## src/rtl/proc_hier_pkg.sv

```systemverilog
// Shared types and sizing for the proc_hier observability block.
// Counter width and stall-history depth defaults live here.
package proc_hier_pkg;
  localparam int CNT_W  = 32;
  localparam int HIST_D = 10;

  typedef logic [15:0] word_t;
  typedef logic [2:0]  regid_t;
endpackage

```

## src/rtl/proc_hier_perf_counter.sv

```systemverilog
// Free-running event counter with async active-low clear and freeze.
// Wraps modulo 2^W; used for the cycle counter and the perf counters.
module perf_counter #(
  parameter int W = 32
) (
  input  logic         clk,
  input  logic         rst_n,
  input  logic         i_en,
  input  logic         i_freeze,
  output logic [W-1:0] o_count
);
  logic [W-1:0] r_count;

  always_ff @(posedge clk or negedge rst_n) begin
    if (!rst_n)
      r_count <= '0;
    else if (i_en && !i_freeze)
      r_count <= r_count + 1'b1;
  end

  assign o_count = r_count;
endmodule

```

## src/rtl/proc_hier_top.sv

```systemverilog
// Trace/observability top beside core p0: qualified events, cycle count,
// fetch-stall history. PROC_PERF_CNT_EN adds the performance counters.
module proc_hier_top
  import proc_hier_pkg::*;
#(
  parameter int CNT_W  = proc_hier_pkg::CNT_W,
  parameter int HIST_D = proc_hier_pkg::HIST_D
) (
  input  logic              clk,
  input  logic              rst,
  input  word_t             pc_in,
  input  word_t             inst_in,
  input  logic              wb_reg_write,
  input  regid_t            wb_write_reg,
  input  word_t             wb_write_data,
  input  logic              id_fetch_stall,
  input  logic              wb_mem_stall,
  input  logic              fetch_stall,
  input  logic              mem_stall,
  input  logic              m_mem_read,
  input  logic              m_mem_write,
  input  word_t             m_addr,
  input  word_t             m_wdata,
  input  word_t             m_rdata,
  input  logic              icache_hit_in,
  input  logic              dcache_hit_in,
  input  logic              proc_halt,
  output word_t             pc,
  output word_t             inst,
  output logic              reg_write,
  output regid_t            write_reg,
  output word_t             write_data,
  output logic              mem_read,
  output logic              mem_write,
  output word_t             mem_addr,
  output word_t             mem_data_in,
  output word_t             mem_data_out,
  output logic              icache_req,
  output logic              icache_hit,
  output logic              dcache_req,
  output logic              dcache_hit,
  output logic              halt,
`ifdef PROC_PERF_CNT_EN
  output logic [CNT_W-1:0]  inst_count,
  output logic [CNT_W-1:0]  icache_hit_cnt,
  output logic [CNT_W-1:0]  icache_req_cnt,
  output logic [CNT_W-1:0]  dcache_hit_cnt,
  output logic [CNT_W-1:0]  dcache_req_cnt,
`endif
  output logic [CNT_W-1:0]  cycle_count,
  output logic [HIST_D-1:0] fetch_stall_hist
);
  logic              r_halted;
  logic [HIST_D-1:0] r_hist;
  logic              w_mem_ok;

  assign w_mem_ok     = ~mem_stall & ~fetch_stall;

  assign pc           = pc_in;
  assign inst         = inst_in;
  assign reg_write    = wb_reg_write & ~id_fetch_stall & ~wb_mem_stall;
  assign write_reg    = wb_write_reg;
  assign write_data   = wb_write_data;
  assign mem_read     = m_mem_read & w_mem_ok;
  assign mem_write    = m_mem_write & w_mem_ok;
  assign mem_addr     = m_addr;
  assign mem_data_in  = m_wdata;
  assign mem_data_out = m_rdata;
  assign icache_req   = ~fetch_stall;
  assign icache_hit   = icache_hit_in;
  assign dcache_req   = ~mem_stall & (m_mem_read | m_mem_write);
  assign dcache_hit   = dcache_hit_in;
  assign halt         = proc_halt;

  // Halt cycle itself is still counted; freeze starts the edge after.
  always_ff @(posedge clk or negedge rst) begin
    if (!rst) begin
      r_halted <= 1'b0;
      r_hist   <= '0;
    end else begin
      if (proc_halt)
        r_halted <= 1'b1;
      r_hist <= {fetch_stall, r_hist[HIST_D-1:1]};
    end
  end

  assign fetch_stall_hist = r_hist;

  perf_counter #(.W(CNT_W)) u_cycle (
    .clk      (clk),
    .rst_n    (rst),
    .i_en     (1'b1),
    .i_freeze (r_halted),
    .o_count  (cycle_count)
  );

`ifdef PROC_PERF_CNT_EN
  logic w_inst_ev;
  assign w_inst_ev = proc_halt | reg_write | mem_write;

  perf_counter #(.W(CNT_W)) u_inst (
    .clk(clk), .rst_n(rst), .i_en(w_inst_ev),
    .i_freeze(r_halted), .o_count(inst_count)
  );
  perf_counter #(.W(CNT_W)) u_ihit (
    .clk(clk), .rst_n(rst), .i_en(icache_hit),
    .i_freeze(r_halted), .o_count(icache_hit_cnt)
  );
  perf_counter #(.W(CNT_W)) u_ireq (
    .clk(clk), .rst_n(rst), .i_en(icache_req),
    .i_freeze(r_halted), .o_count(icache_req_cnt)
  );
  perf_counter #(.W(CNT_W)) u_dhit (
    .clk(clk), .rst_n(rst), .i_en(dcache_hit),
    .i_freeze(r_halted), .o_count(dcache_hit_cnt)
  );
  perf_counter #(.W(CNT_W)) u_dreq (
    .clk(clk), .rst_n(rst), .i_en(dcache_req),
    .i_freeze(r_halted), .o_count(dcache_req_cnt)
  );
`endif
endmodule

```

## config.mk

```make
export PLATFORM = sky130hd
export DESIGN_NAME = proc_hier_top
export DESIGN_NICKNAME = d
export VERILOG_FILES = /design/src/rtl/proc_hier_pkg.sv /design/src/rtl/proc_hier_perf_counter.sv /design/src/rtl/proc_hier_top.sv
export SDC_FILE = /design/constraint.sdc
export NUM_CORES = 1
export LEC_CHECK = 0
export ABC_CLOCK_PERIOD_IN_PS = 2400
export CORE_AREA = 2 2 102 104
export CTS_CLUSTER_DIAMETER = 80
export DETAILED_ROUTE_END_ITERATION = 8
export DIE_AREA = 0 0 104 106
export PLACE_DENSITY_LB_ADDON = 0.25
export SETUP_SLACK_MARGIN = 0.4
export SYNTH_ARGS = -nofsm -noshare
export SYNTH_HDL_FRONTEND = slang
export SYNTH_SLANG_ARGS = --single-unit
```

## constraint.sdc

```tcl
create_clock -name clk -period 2.4 [get_ports clk]
set_clock_uncertainty 0.1 [all_clocks]
set_input_delay 0.48 -clock clk [delete_from_list [all_inputs] [get_ports clk]]
set_output_delay 0.48 -clock clk [all_outputs]
set_load 0.03 [all_outputs]
```

==> flow_metrics.py <==
metrics = {
    "sta": {
        "finalCriticalPeriod_ps": 1940,
        "grt_setup_unrepaired": "no",
        "worst_pin_slew_ps": 584,
        "post-route-period-util": 0.809,
        "hold_viol_final": 0,
        "fin_setup_tns_ps": 0,
        "maxSlewHeadroom": 0.609,
        "drv_slew": 0,
        "fmax_mhz": 515,
        "finalSetupViolCount": 0,
    },
    "pwr": {
        "finalPower_uw": 1410,
        "p_leak_uw": 0.00136,
        "p_per_area_nw_per_um2": 532,
        "ir_worst_vdd_v": 0.000184,
    },
    "yosys": {
        "syn_nets": 355,
        "ys.warnings.count": 0,
        "synth_adder_area_share": 0.00488,
        "synth_top_family_by_area": "buffers and inverters",
        "synth_area_leader_cell": "dfrtp_1",
        "syn_area_per_cell_um2": 10.5,
        "synth-compound-area-share": 0,
        "ys_ff_latch": 43,
        "syn_area_um2": 2560,
        "muxShareOfSynthArea": 0.00439,
        "synth_xor_area_frac": 0.109,
        "yosys.cell_types.count": 27,
        "synth_top_area_frac": 0.420,
        "ys_top_cells_by_area": "dfrtp_1 (42%), buf_4 (30%), xnor2_1 (8.2%)",
        "synth_cells": 243,
        "ys_seq_area_frac": 0.420,
        "synth_simple_gate_area_frac": 0.157,
    },
    "clocking": {
        "cts_setup_buffers": 0,
        "cts_made_buffers": 5,
        "cts_max_level": 2,
        "clock_path_buffers": 2,
        "cts.sinks": 43,
        "ctsHoldBuffers": 0,
        "clk_latency_ps": 290,
        "cts.clk_slew.worst_paths_ps": 80,
        "cts-root-buf": "clkbuf_8",
        "cts_tree": "built",
    },
    "final_layout": {
        "final_cell_mix": "dfrtp_1 (43), xnor2_1 (24), clkdlybuf4s50_1 (22), dlygate4sd2_1 (19)",
        "fin_area_um2": 2650,
        "fillCellCount": 1074,
        "area_delta_synth_final_pct": 3.22,
        "final_common_cell": "dfrtp_1",
        "drive_above_1_share": 0.123,
        "nNetsFinal": 316,
        "final_cells": 340,
        "finish.utilization": 0.265,
        "diodes": 0,
    },
    "place": {
        "placed_area_um2": 2540,
        "io_buffer_count": 57,
        "placed_cells": 333,
        "detailed_place_hpwl_um": 5380,
        "routabilityCongestion": 0.724,
    },
    "grt": {
        "first_global_vias": 1455,
        "overflow": 0,
        "grt_util_all_layers": 0.119,
        "grt_max_degree": 44,
        "grt_antenna_before_repair": 0,
        "grt_pass1_wl_um": 9720,
    },
    "detailed_routing": {
        "postRouteAntennaNets": 0,
        "viasPerCell": 4.20,
        "via_count": 1429,
        "wirelength_um": 6740,
        "drc": 0,
        "first_pass_iters": 4,
        "drt_iter0_drc": 90,
        "routedWlPerCell_um": 19.8,
    },
    "die": {
        "die_h_um": 106,
        "die-area_um2": 11000,
        "fp.dieW_um": 104,
        "ios": 260,
        "num_rows": 37,
        "coreArea_um2": 10000,
        "initial_core_util": 0.256,
    },
    "worst_setup_path": {
        "critPathMaxStageDelay_ps": 680,
        "cp_num_buf_inv": 1,
        "rr_worst_depth": 4,
        "crit_type": "flop to primary output",
        "end_kind": "primary output",
        "cp_slowest_cell": "clkdlybuf4s50_1",
        "rrSetupSlack_ps": 540,
        "regToRegStartpoint": "r_halted",
        "r2r_end": "u_cycle.o_count[27]",
        "worst_setup_path_start_kind": "flop",
        "critical_path_arrival_ps": 1360,
        "critical_path.cell_chain": "clkdlybuf4s50_1",
        "crit_family": "buffers and inverters",
        "endpoint": "cycle_count[30]",
        "path_depth": 1,
        "cp_max_fo": 3,
        "startpoint": "u_cycle.o_count[30]",
        "required_ps": 1820,
    },
    "run_status": {
        "status": "finished, final reports clean",
    },
    "flow_run": {
        "maxCapViolCount": 0,
    },
    "hold_path": {
        "hold_class": "input pin to asynchronous set/reset pin",
    },
}
[sequential cells by signal (all words and copies together) (netlist names)]
signal,flops
r_halted,1
fetch_stall_hist,10
u_cycle.o_count,32
[worst register-to-register path, cell delays in order, from the launching register on]
cell      delay [ps]
dfrtp_1          440
nand4b_4         230
or3_4            450
or3_4            390
xnor2_2          130
[how the worst min path moves through the flow]
| stage | start | end | slack, ps | cells past startpoint |
|---|---|---|---|---|
| global placement | fetch_stall_hist[6] | fetch_stall_hist[5] | 260 | 0 |
| floorplan | rst | fetch_stall_hist[0] | 80 | 0 |
| detailed placement | fetch_stall_hist[7] | fetch_stall_hist[6] | 260 | 0 |
| finish | rst | fetch_stall_hist[1] | 170 | 2 |
| global route | rst | u_cycle.o_count[2] | 210 | 2 |
| CTS | rst | fetch_stall_hist[5] | 180 | 2 |
[power breakdown]
| group | switching (uW) | internal [uW] |
|---|---|---|
| Clock | 231 | 305 |
| Combinational | 71.9 | 47.4 |
| Sequential | 13.5 | 738 |
| Total | 317 | 1090 |
[final cells by class]
type                            instances  area [um^2]  share of cell area
Clock inverter                          1         30.0              0.0114
Tap cell                              136          170              0.0643
Sequential cell                        43         1080               0.407
Multi-Input combinational cell         94          722               0.273
Inverter                                2         7.51             0.00284
Timing Repair Buffer                   58          567               0.214
Clock buffer                            6         72.6              0.0274
[cells by family after synthesis]
family,Yosys count
xor+xnor,31
fa+ha+maj,1
buf+inv,106
flops,43
mux,1
simple gates,61
[synthesized netlist by cell type]
| cell type | number |
|---|---|
| nor2_1 | 7 |
| nor4_2 | 1 |
| xnor2_2 | 1 |
| nor3b_1 | 3 |
| nand4_4 | 1 |
| nor3_2 | 1 |
| and2_1 | 4 |
| nor3_1 | 2 |
| and4_1 | 5 |
| nand2b_1 | 1 |
| xnor2_1 | 24 |
| nand2_1 | 9 |
| nand3_1 | 8 |
| nand4b_4 | 1 |
| ha_1 | 1 |
| or3_4 | 2 |
| inv_1 | 2 |
| mux2_2 | 1 |
| nand4_1 | 9 |
| nand3b_1 | 1 |
| buf_4 | 102 |
| dfrtp_1 | 43 |
| and3_1 | 4 |
| xor2_1 | 6 |
| nand3_2 | 1 |
| clkbuf_1 | 2 |
| or2_2 | 1 |
[layer usage]
layer / GRT usage / part of all wire
met4: 0.0512 / 0.031
met3: 0.132 / 0.22
met2: 0.147 / 0.39
met1: 0.122 / 0.35
met5: 0.0381 / 0.0080
[what timing repair did]
| action | in CTS | in global routing |
|---|---|---|
| resized for setup | 24 | 15 |
| pin swaps | 0 | 0 |
| setup endpoints to repair | 23 | 13 |
[per-stage QoR]
| step | setup WS, ps | hold slack, ps |
|---|---|---|
| floorplan | 475 | 84.4 |
| global route | 411 | 212 |
| detailed placement | 64.4 | 259 |
| CTS | 341 | 177 |
| global placement | 79.3 | 263 |
| finish | 458 | 169 |
Power figures use the tool's default switching activity.
